File: src/rtl/mac_sched.sv
// mac_sched: host command sequencer for the perceptron MAC datapath.
// Latency: acc_clear/ser_send one cycle after the rx byte; ser_get/acc_add/tx_start follow the state.
// Backpressure: tx_busy stalls READ per byte; rx bytes arriving during RUN/READ are dropped (err_ovr).
//
// Ports
//   clk_i        rising-edge clock
//   rst_i        synchronous reset, active-high; also masks every strobe in its own cycle
//   rx_data_i    received host byte
//   rx_valid_i   1-cycle strobe qualifying rx_data_i
//   tx_busy_i    uart transmitter busy
//   tx_start_o   1-cycle strobe, transmit the accumulator byte picked by sel_o
//   sel_o        accumulator byte select (0 = least significant byte)
//   acc_add_o    1-cycle strobe, accumulate bank output
//   acc_clear_o  1-cycle strobe, zero accumulator
//   ser_data_o   operand byte for the serial loader
//   ser_send_o   1-cycle strobe, ser_data_o valid
//   ser_get_o    1-cycle strobe, shift next operand into the bank
//   busy_o       high whenever the sequencer is not idle
//   status_o     {err_op, err_ovr, 3'b0, state[2:0]}, error bits sticky until reset
module mac_sched #(
  parameter int NBYTES   = 16,
  parameter int SEL_W    = 4,
  parameter int BANK_LAT = 4
) (
  input  logic             clk_i,
  input  logic             rst_i,
  input  logic [7:0]       rx_data_i,
  input  logic             rx_valid_i,
  input  logic             tx_busy_i,
  output logic             tx_start_o,
  output logic [SEL_W-1:0] sel_o,
  output logic             acc_add_o,
  output logic             acc_clear_o,
  output logic [7:0]       ser_data_o,
  output logic             ser_send_o,
  output logic             ser_get_o,
  output logic             busy_o,
  output logic [7:0]       status_o
);

  // Wait counter only has to hold BANK_LAT.
  localparam int WCW = (BANK_LAT < 2) ? 1 : $clog2(BANK_LAT + 1);

  localparam logic [7:0] OP_NOP   = 8'h00;
  localparam logic [7:0] OP_CLEAR = 8'h01;
  localparam logic [7:0] OP_LOAD  = 8'h02;
  localparam logic [7:0] OP_RUN   = 8'h03;
  localparam logic [7:0] OP_READ  = 8'h04;

  localparam logic [SEL_W-1:0] SEL_LAST = SEL_W'(NBYTES - 1);

  // RD_ACK and RD_WAIT both report state code 7 on status; they differ only in
  // bit 3, which is never exported, so status can just take state_q[2:0].
  typedef enum logic [3:0] {
    ST_IDLE     = 4'h0,
    ST_LEN      = 4'h1,
    ST_LOAD     = 4'h2,
    ST_RUN_GET  = 4'h3,
    ST_RUN_WAIT = 4'h4,
    ST_RUN_ADD  = 4'h5,
    ST_RD_ISSUE = 4'h6,
    ST_RD_ACK   = 4'h7,
    ST_RD_WAIT  = 4'hF
  } state_e;

  state_e           state_q, state_d;
  logic [7:0]       cnt_q, cnt_d;         // transfers / iterations still to go
  logic [WCW-1:0]   wcnt_q, wcnt_d;       // bank latency countdown
  logic [SEL_W-1:0] sel_q, sel_d;
  logic             is_run_q, is_run_d;   // LEN byte belongs to RUN (1) or LOAD (0)
  logic [7:0]       ser_data_q, ser_data_d;
  logic             ser_send_q, ser_send_d;
  logic             acc_clear_q, acc_clear_d;
  logic             err_op_q, err_op_d;
  logic             err_ovr_q, err_ovr_d;

  // ---------------------------------------------------------------------------
  // State register
  // ---------------------------------------------------------------------------
  always_ff @(posedge clk_i) begin
    if (rst_i) begin
      state_q     <= ST_IDLE;
      cnt_q       <= 8'd0;
      wcnt_q      <= '0;
      sel_q       <= '0;
      is_run_q    <= 1'b0;
      ser_data_q  <= 8'd0;
      ser_send_q  <= 1'b0;
      acc_clear_q <= 1'b0;
      err_op_q    <= 1'b0;
      err_ovr_q   <= 1'b0;
    end else begin
      state_q     <= state_d;
      cnt_q       <= cnt_d;
      wcnt_q      <= wcnt_d;
      sel_q       <= sel_d;
      is_run_q    <= is_run_d;
      ser_data_q  <= ser_data_d;
      ser_send_q  <= ser_send_d;
      acc_clear_q <= acc_clear_d;
      err_op_q    <= err_op_d;
      err_ovr_q   <= err_ovr_d;
    end
  end

  // ---------------------------------------------------------------------------
  // Next-state logic
  // ---------------------------------------------------------------------------
  always_comb begin
    state_d     = state_q;
    cnt_d       = cnt_q;
    wcnt_d      = wcnt_q;
    sel_d       = sel_q;
    is_run_d    = is_run_q;
    ser_data_d  = ser_data_q;
    ser_send_d  = 1'b0;
    acc_clear_d = 1'b0;
    err_op_d    = err_op_q;
    err_ovr_d   = err_ovr_q;

    case (state_q)
      ST_IDLE: begin
        if (rx_valid_i) begin
          case (rx_data_i)
            OP_NOP: ;
            OP_CLEAR: acc_clear_d = 1'b1;
            OP_LOAD: begin
              is_run_d = 1'b0;
              state_d  = ST_LEN;
            end
            OP_RUN: begin
              is_run_d = 1'b1;
              state_d  = ST_LEN;
            end
            OP_READ: begin
              sel_d   = '0;
              state_d = ST_RD_ISSUE;
            end
            default: err_op_d = 1'b1;
          endcase
        end
      end

      ST_LEN: begin
        if (rx_valid_i) begin
          if (rx_data_i == 8'd0) begin
            state_d = ST_IDLE;
          end else begin
            cnt_d   = rx_data_i;
            state_d = is_run_q ? ST_RUN_GET : ST_LOAD;
          end
        end
      end

      ST_LOAD: begin
        if (rx_valid_i) begin
          ser_data_d = rx_data_i;
          ser_send_d = 1'b1;
          // Count down to 1 rather than 0 so a length of 255 never wraps.
          if (cnt_q == 8'd1) begin
            state_d = ST_IDLE;
          end else begin
            cnt_d = cnt_q - 8'd1;
          end
        end
      end

      ST_RUN_GET: begin
        wcnt_d  = WCW'(BANK_LAT);
        state_d = ST_RUN_WAIT;
      end

      // Holds exactly BANK_LAT cycles: entered with BANK_LAT, leaves on 1.
      ST_RUN_WAIT: begin
        if (wcnt_q == WCW'(1)) begin
          state_d = ST_RUN_ADD;
        end else begin
          wcnt_d = wcnt_q - WCW'(1);
        end
      end

      ST_RUN_ADD: begin
        if (cnt_q == 8'd1) begin
          state_d = ST_IDLE;
        end else begin
          cnt_d   = cnt_q - 8'd1;
          state_d = ST_RUN_GET;
        end
      end

      ST_RD_ISSUE: begin
        if (!tx_busy_i) begin
          state_d = ST_RD_ACK;
        end
      end

      // Wait for the transmitter to pick the byte up before waiting for it to
      // finish, so sel cannot move while the byte is still going out.
      ST_RD_ACK: begin
        if (tx_busy_i) begin
          state_d = ST_RD_WAIT;
        end
      end

      ST_RD_WAIT: begin
        if (!tx_busy_i) begin
          if (sel_q == SEL_LAST) begin
            sel_d   = '0;
            state_d = ST_IDLE;
          end else begin
            sel_d   = sel_q + SEL_W'(1);
            state_d = ST_RD_ISSUE;
          end
        end
      end

      default: state_d = ST_IDLE;
    endcase

    // Host bytes are not consumed while running or reading out.
    if (rx_valid_i) begin
      case (state_q)
        ST_RUN_GET, ST_RUN_WAIT, ST_RUN_ADD,
        ST_RD_ISSUE, ST_RD_ACK, ST_RD_WAIT: err_ovr_d = 1'b1;
        default: ;
      endcase
    end
  end

  // ---------------------------------------------------------------------------
  // Outputs. Every strobe is masked by rst_i so an abort is clean in the very
  // cycle reset is raised, even though the registers only clear on the edge.
  // ---------------------------------------------------------------------------
  always_comb begin
    tx_start_o  = !rst_i && (state_q == ST_RD_ISSUE) && !tx_busy_i;
    ser_get_o   = !rst_i && (state_q == ST_RUN_GET);
    acc_add_o   = !rst_i && (state_q == ST_RUN_ADD);
    acc_clear_o = !rst_i && acc_clear_q;
    ser_send_o  = !rst_i && ser_send_q;
    sel_o       = sel_q;
    ser_data_o  = ser_data_q;
    busy_o      = (state_q != ST_IDLE);
    status_o    = {err_op_q, err_ovr_q, 3'b000, state_q[2:0]};
  end

endmodule

File: config.mk
export PLATFORM = sky130hd
export DESIGN_NAME = mac_sched
export DESIGN_NICKNAME = d
export VERILOG_FILES = /design/src/rtl/mac_sched.sv
export SDC_FILE = /design/constraint.sdc
export NUM_CORES = 1
export LEC_CHECK = 0
export BUFFER_PORTS_ARGS = -buffer_cell sky130_fd_sc_hd__buf_2
export CORE_MARGIN = 2
export CORE_UTILIZATION = 25
export CTS_BUF_LIST = sky130_fd_sc_hd__clkbuf_2 sky130_fd_sc_hd__clkbuf_4 sky130_fd_sc_hd__clkbuf_8
export DETAILED_ROUTE_END_ITERATION = 7
export PLACE_DENSITY = 0.42
export SLEW_MARGIN = 30
export SYNTH_ARGS = -nofsm -noshare
export SYNTH_HDL_FRONTEND = slang
export SYNTH_SLANG_ARGS = --single-unit
File: constraint.sdc
create_clock -name clk_i -period 2.7 [get_ports clk_i]
set_input_delay 0.27 -clock clk_i [delete_from_list [all_inputs] [get_ports clk_i]]
set_output_delay 0.27 -clock clk_i [all_outputs]
set_load 0.005 [all_outputs]
* Word level (Yosys, flattened, before mapping)
Index checks and enable logic that the tools add are counted.
** Operators by class
- Reductions and logical operators :: 28
- Add/subtract/negate cells :: 3
- Multiplexer cells :: 29
- Eq/ne operators :: 27
- Bitwise gates (word level) :: 4
** Operators with widths (number)
- 4-bit two-way mux :: 12
- 4-bit case mux with 9 select lines :: 1
- 8-bit two-way mux :: 4
- 8-bit case mux with 3 select lines :: 1
- 2-bit inequality test, second input constant :: 10
- 4-bit by 3-bit == test with 1-bit output, second input constant :: 4
- 8-bit by 1-bit == test with 1-bit output, second input constant :: 2
- 8-bit by 2-bit == test with 1-bit output, second input constant :: 2
- 4-bit case mux with 2 select lines :: 2
- 9-bit AND reduction :: 1
- 4-bit by 2-bit == test with 1-bit output, second input constant :: 2
- 4-bit == test, second input constant :: 2
- 8-bit by 3-bit == test with 1-bit output, second input constant :: 1
- 8-bit logical NOT :: 1
- 4-bit AND reduction :: 2
- 8-bit by 1-bit subtractor with 8-bit output, second input constant :: 1
- 1-bit logical AND :: 6
- 3-bit two-way mux :: 2
- 3-bit case mux with 2 select lines :: 1
- 2-bit AND reduction :: 3
- 3-bit AND reduction :: 2
- 2-bit nonzero test :: 3
- 6-bit OR reduction :: 1
- 5-bit OR reduction :: 1
- other kinds (16) :: 24
** Storage, ports and cells
- Flip-flop bits (word level) :: 32

* Logic depth before layout (Yosys ltp)
Gate-level depths: netlist of the first run.
- Depth in word-level cells :: 5
- Depth in mapped cells :: 8

* Worst setup path before layout of the first run
OpenSTA, ideal clock, no wires.
- Path kind :: register to register
- From :: reg cnt_q[0]
- To :: reg state_q[3]
- Arrival :: 2179 ps
- Required time :: 2629 ps
- Setup time :: 71 ps
- Period minus slack after synthesis :: 2250 ps
- Buffers on the path :: 0
- Path slack :: 450 ps
- Stages on the path, launching flop included :: 7
- Cell sequence :: dfxtp_1 ha_1 or4b_4 or2_4 a311o_1 or4_1 a21oi_1
** On the way
- Longest elaborated chain between the ends :: 3
** RTL lines
- start, declared :: line 67 : logic [7:0] cnt_q, cnt_d;
- start signal, assigned :: line 94 : cnt_q <= cnt_d;
- 8-bit by 1-bit == test with 1-bit output :: line 160 : if (cnt_q == 8'd1) begin
- 2-bit inequality test (no source line)
- 9-bit AND reduction (no source line)
- end signal, assigned :: line 93 : state_q <= state_d;
- end, declared :: line 66 : state_e state_q, state_d;
No other way between the ends.
A chain may end at the register's enable or synchronous reset.

* Worst setup path in the final report of the first run
Ends and elaborated chain as after synthesis.

==> results of run 1 <==
cells in the mapped netlist, types with 4 or more instances:
cell / n / share of area, %
nor3_1: 8 / 2.0
a21o_1: 9 / 3.4
inv_1: 12 / 2.2
nand3_1: 8 / 2.0
ha_1: 5 / 3.1
dfxtp_1: 32 / 32
clkbuf_1: 14 / 2.6
a31oi_1: 5 / 1.6
nor2_1: 32 / 6.0
a21oi_1: 21 / 5.2
nor4_1: 5 / 1.6
mux2i_1: 12 / 6.0
or4_1: 4 / 1.5
buf_4: 8 / 3.0
nand2_1: 18 / 3.4
o21ai_0: 13 / 3.2
layer usage:
layer	track usage (%)	vias up
li1	-	974
met1	19.9	915
met2	20.3	48
met3	3.06	5
met4	5.68	0
met5	0	-
worst max-delay path, stage by stage (launching register included):
cell and delay (ns):
dfxtp_1 0.42, ha_1 0.18, or4b_4 0.47, or2_4 0.27, a311o_1 0.39, or4_1 0.48
a21oi_1 0.13
cells by family after synthesis:
group | Yosys count
flip-flops | 32
AND/OR/NAND/NOR | 98
XOR/XNOR | 2
adder cells (fa/ha/maj) | 5
other | 1
multiplexers | 12
AO/OA/AOI/OAI | 73
buffers and inverters | 37
per-stage QoR:
stage                     utilization, %  cells
after detailed placement            28.6    378
after global routing                30.1    386
after global placement              28.6    378
final                               30.1    386
after floorplan                        -    262
after CTS                           30.1    386
area by class of cell:
cell class	count	area, µm²
fill	891	5430
timing repair buffer	39	208
clock buffer	5	68.8
tap	102	128
sequential	32	641
multi-input combinational	193	1200
inverter	12	45.0
clock inverter	3	42.5
power by group:
group          total (W)  internal, W  leakage (nW)  switching, W
logic           0.000650     0.000270         0.670      0.000380
clock network   0.000480     0.000273        0.0541      0.000207
registers       0.000600     0.000527         0.258     0.0000723
how the worst max path moves through the flow:
stage          cells after the start    endpoint      from
2_1_floorplan                      6  state_q[3]  cnt_q[0]
3_3_place_gp                       6  state_q[3]  cnt_q[0]
3_5_place_dp                       6  state_q[3]  cnt_q[0]
4_1_cts                            6  state_q[3]  cnt_q[0]
5_1_grt                            6  state_q[3]  cnt_q[0]
6_report                           6  state_q[3]  cnt_q[0]
registers in the layout, summed over array words and instances, names as in the netlist:
register / count
acc_clear_q: 1
cnt_q: 8
err_op_q: 1
err_ovr_q: 1
is_run_q: 1
sel_o: 4
ser_data_o: 8
ser_send_q: 1
state_q: 4
wcnt_q: 3
==> out/results.tsv, run 1 <==
stage	metric	value	unit
logic_synthesis	Mapped Cells	260	
floorplanning	Die Ht	93.6	µm
logic_synthesis	Synth Area in Adders	3.12	%
power_and_ir_drop	VDD IR max	0.000269	V
logic_synthesis	Synth Area in XOR/XNOR	0.872	%
placement	port bufs	34	
sta	clock skew	0.00296	ns
logic_synthesis	Synth Cell Area	2010	µm²
power_and_ir_drop	leakage	0.983	nW
cells_and_area	most common cell after layout, fill and taps aside	buf_2	
sta	RSZ-0062 raised after global routing	no	
cts	worst-skew pair later-pin latency	0.29	ns
worst_setup_path	worst-path fanout max	6	
cells_and_area	area grow syn2layout	16.3	%
worst_setup_path	Worst EP required	2.92	ns
logic_synthesis	Synth cell types	50	
drt	Vias	1942	
logic_synthesis	multiplexer share of the synthesized area	5.98	%
drt	Residual DRC	0	
power_and_ir_drop	Final Power	0.00173	W
worst_setup_path	R2R cell count	6	
sta	TNS Setup	0	ns
worst_setup_path	Crit. End Element	register	
cells_and_area	share of cells above drive strength 1	18.7	%
placement	Placed Instance Area	2220	µm²
placement	DP Worst Slack	0.314	ns
sta	max-slew violations	0	
drt	met3 wire len	243	µm
cts	postcts setup bufs	0	
worst_setup_path	reg2reg start	cnt_q[0]	
placement	gp weighted congestion	0.771	
sta	relative slew slack	49.8	%
floorplanning	core area	7770	µm²
sta	fmax	415	MHz
logic_synthesis	Synth Area in Compound Gates	24.2	%
logic_synthesis	Synth Area in Simple Gates	25.2	%
power_and_ir_drop	Pwr Density	741	nW/µm²
cells_and_area	most frequent cells in the layout	34 x buf_2, 32 x nor2_1, 32 x dfxtp_1	
worst_setup_path	Worst R2R Setup Slack	0.29	ns
sta	final hold vios	0	
worst_setup_path	Crit Path Class	reg2reg	
status	outcome	completed	
drt	Max Used Layer	met4	
worst_setup_path	Critical R2R Capture	state_q[3]	
logic_synthesis	sequential-to-total area share from yosys stat	31.9	%
cts	CTS tree	yes	
drt	DR iter-0 viols	120	
drt	M1 WL	2.78	mm
logic_synthesis	combinational family with the most area after synthesis	simple AND/OR/NAND/NOR gates	
logic_synthesis	Mapped Avg Cell Area	7.72	µm²
flow_run	Max-cap violations	0	
sta	final worst setup slack	0.288	ns
cells_and_area	ant diodes	0	
floorplanning	Die W	93.6	µm
cts	clk root buf	clkbuf_8	
drt	first drt pass iteration count	4	
floorplanning	area of the die	8770	µm²
drt	routed wl met2	2.53	mm
worst_hold_path	HP Class	in2reg	
cts	total CTS buffers	5	
floorplanning	row cnt	32	
logic_synthesis	Seq cells post-synth	32	
cts	CTS hold repair buffers	0	
global_route	initial antenna violation count	0	
cts	CTS H-tree depth	2	
cts	Resized cells post-CTS	0	
worst_hold_path	Hold Path Origin	rx_data_i[2]	
sta	Worst Tran Pin Value	0.753	ns
worst_setup_path	Startpoint Class	register	
drt	drt wl/cell	14.6	µm
cells_and_area	Final Cell Area	2330	µm²
cts	CTS clk-pin slew, worst paths	0.08	ns
logic_synthesis	synth warn	0	
sta	Hold WS	0.259	ns
drt	Via density	5.03	
worst_hold_path	hold path cells	2	
cts	Longest Clk Path Bufs	2	
worst_setup_path	CP arrival	2.63	ns
global_route	GRT Util Overall	14.0	%
floorplanning	Starting Density	25.9	%
global_route	first-pass GRT wire length	9.51	mm
global_route	vias in the first global route	1852	
cells_and_area	nets	300	
drt	ANT nets after route	0	
logic_synthesis	Post-synth EDFFs	0	
drt	Routed WL	5.64	mm
cts	CTS Sinks	32	
worst_hold_path	WHS Endpoint	acc_clear_q	
global_route	largest net degree at the start of global routing	39	
floorplanning	Top Ports	38	
logic_synthesis	fraction of registers with async set/reset	0	%
placement	HPWL Detailed	4.03	mm
sta	Final Setup Violations	0	
global_route	gr ovfl total	0	
sta	Final min period	2.41	ns
logic_synthesis	predominant post-synthesis flop cell	dfxtp_1	
sta	fin crit share	89.3	%
Note: power is estimated with default switching activity, not from simulation.
==> inputs of run 2 (changes only) <==
--- a/config.mk
+++ b/config.mk
@@ -8,9 +8,9 @@
 export BUFFER_PORTS_ARGS = -buffer_cell sky130_fd_sc_hd__buf_2
 export CORE_MARGIN = 2
 export CORE_UTILIZATION = 25
-export CTS_BUF_LIST = sky130_fd_sc_hd__clkbuf_2 sky130_fd_sc_hd__clkbuf_4 sky130_fd_sc_hd__clkbuf_8
+export CTS_BUF_LIST = sky130_fd_sc_hd__clkbuf_16
 export DETAILED_ROUTE_END_ITERATION = 7
-export PLACE_DENSITY = 0.42
+export PLACE_DENSITY = 0.44
 export SLEW_MARGIN = 30
 export SYNTH_ARGS = -nofsm -noshare
 export SYNTH_HDL_FRONTEND = slang
==> constraint.sdc (replaced) <==
create_clock -name clk_i -period 2.02 [get_ports clk_i]
set_input_delay 0.202 -clock clk_i [delete_from_list [all_inputs] [get_ports clk_i]]
set_output_delay 0.202 -clock clk_i [all_outputs]
set_load 0.005 [all_outputs]
==> out/results.tsv, run 2 (synthesized netlist as in run 1, its figures left out) <==
stage	metric	value	unit	change
power_and_ir_drop	clock share of power	27.5	%	-0.3 points
sta	Final Setup Violations	2		+2
floorplanning	core area	7770	µm²	unchanged
cells_and_area	most common cell after layout, fill and taps aside	buf_2		
cts	clk root buf	clkbuf_16		
drt	Via density	4.92		-2.2%
cells_and_area	ant diodes	0		unchanged
placement	gp weighted congestion	0.871		+13%
floorplanning	Die Ht	93.6	µm	unchanged
worst_hold_path	HP Class	in2reg		
drt	Routed WL	5.80	mm	+2.9%
placement	HPWL Detailed	4.23	mm	+5.1%
placement	dpl cells	403		+6.6%
cts	total CTS buffers	5		unchanged
status	violated checks	setup timing		
drt	drt wl/cell	14.0	µm	-3.9%
placement	port bufs	34		unchanged
worst_setup_path	Crit. End Element	register		
power_and_ir_drop	Final Power	0.00271	W	+56%
global_route	gr ovfl total	0		unchanged
floorplanning	Die W	93.6	µm	unchanged
global_route	GRT Util Overall	13.8	%	-0.15 points
worst_setup_path	Startpoint Class	register		
flow_run	Max-cap violations	0		unchanged
drt	Vias	2033		+4.7%
cells_and_area	area grow syn2layout	32.4	%	
global_route	largest net degree at the start of global routing	30		-23%
floorplanning	Top Ports	38		unchanged
floorplanning	area of the die	8770	µm²	unchanged
cells_and_area	nets	327		+9.0%
sta	TNS Setup	-0.0681	ns	-0.0681 ns
sta	fmax	483	MHz	+16%
sta	Worst Tran Pin Value	0.596	ns	-0.156 ns
cts	worst-skew pair later-pin latency	0.27	ns	-0.02 ns
sta	max-slew violations	0		unchanged
sta	clock skew	0.00317	ns	+0.000209 ns
cts	CTS tree	yes		
power_and_ir_drop	switching portion of total power	35.9	%	-2.2 points
worst_setup_path	CP arrival	2.27	ns	-0.36 ns
sta	final worst setup slack	-0.0519	ns	-0.340 ns
floorplanning	Starting Density	25.9	%	unchanged
cells_and_area	most frequent cells in the layout	34 x buf_2, 32 x nor2_1, 30 x dfxtp_1		
status	outcome	finished with violations		
cts	Longest Clk Path Bufs	2		unchanged
power_and_ir_drop	Comb pwr share	44.2	%	+6.6 points
drt	Residual DRC	0		unchanged
cells_and_area	post-route insts no fill	413		+7.0%
worst_setup_path	Worst EP required	2.22	ns	-0.70 ns
drt	first drt pass iteration count	4		unchanged
floorplanning	row cnt	32		unchanged
drt	DR iter-0 viols	206		+72%
cells_and_area	share of cells above drive strength 1	28.6	%	+10 points
cts	CTS clk-pin slew, worst paths	0.06	ns	-0.02 ns
worst_setup_path	worst-path fanout max	3		-3
cts	CTS Sinks	32		unchanged
power_and_ir_drop	Flop pwr share	28.3	%	-6.4 points
sta	Hold WS	0.210	ns	-0.0496 ns
power_and_ir_drop	leakage	1.15	nW	+17%
power_and_ir_drop	Internal Pwr Total	0.00173	W	+62%
global_route	initial antenna violation count	0		unchanged
global_route	vias in the first global route	1971		+6.4%
power_and_ir_drop	Sw Pwr	0.000972	W	+47%
sta	Final min period	2.07	ns	-0.340 ns
global_route	first-pass GRT wire length	9.70	mm	+2.0%
power_and_ir_drop	Pwr Density	1020	nW/µm²	+37%
cts	CTS H-tree depth	2		unchanged
sta	RSZ-0062 raised after global routing	yes		
sta	final hold vios	0		unchanged
worst_setup_path	Crit Path Class	reg2reg		
sta	fin crit share	103	%	+13 points
power_and_ir_drop	VDD IR max	0.000351	V	+30%
drt	ANT nets after route	0		unchanged
sta	relative slew slack	60.2	%	+10 points
## run 2: cell types whose count changed in the layout (fill, tap and decap cells not counted), sizes merged
cell,previous run,this run
buf,39,66
bufinv,1,0
clkinvlp,1,2
## run 2: worst paths after layout
kind	start	to	slack (ns)	depth (start not counted)
min	rx_data_i[2]	acc_clear_q	0.21	2
max reg2reg	cnt_q[1]	state_q[3]	-0.05	7
max	cnt_q[1]	state_q[3]	-0.05	7
min reg2reg	err_ovr_q	err_ovr_q	0.46	2
## run 2: power groups by stage
stage          sequential, W  clock (W)  combinational [W]
3_5_place_dp        0.000776          0            0.00114
4_1_cts             0.000763   0.000766            0.00115
2_1_floorplan       0.000762          0           0.000702
6_report            0.000765   0.000744            0.00120
5_1_grt             0.000777   0.000795            0.00132
3_3_place_gp        0.000776          0            0.00115
## run 2: worst max-delay path, cell delays in order, from the launching register on
cell and delay (ns):
dfxtp_2 0.32, inv_2 0.06, ha_4 0.11, or4b_4 0.45
or2_4 0.26, a311o_1 0.27, or4_1 0.40, a21oi_1 0.13
## run 2: area by class of cell
type | instances | area (µm²)
well taps | 102 | 128
repair buffers | 66 | 448
multi-input cells | 193 | 1250
fillers | 857 | 5110
flip-flops and latches | 32 | 643
inverters | 12 | 45.0
clock inverters | 3 | 18.8
clock buffers | 5 | 125
## run 2: repair_timing
action | CTS | global route
resized for setup | 0 | 8
buffers inserted | 1 | 1
setup endpoints to repair | 4 | 11
pin swaps | 3 | 0
hold buffers | 0 | 0
## run 2: metrics by stage
stage / setup WS [ns] / util (%) / cell area (µm²)
finish: -0.0519 / 34.2 / 2660
global route: -0.0971 / 34.2 / 2660
CTS: -0.0533 / 33.6 / 2610
detailed placement: -0.113 / 31.6 / 2460
global placement: -0.0956 / 31.6 / 2460
floorplan: -0.122 / - / 2020
## run 2: layer usage
layer  share of wire, %  global-route usage, %  vias up
li1                   -                      -     1030
met1                 50                   19.2      941
met2                 44                   21.2       52
met3                3.8                   2.50       10
met4                2.0                   5.43        0
met5                  0                      0        -
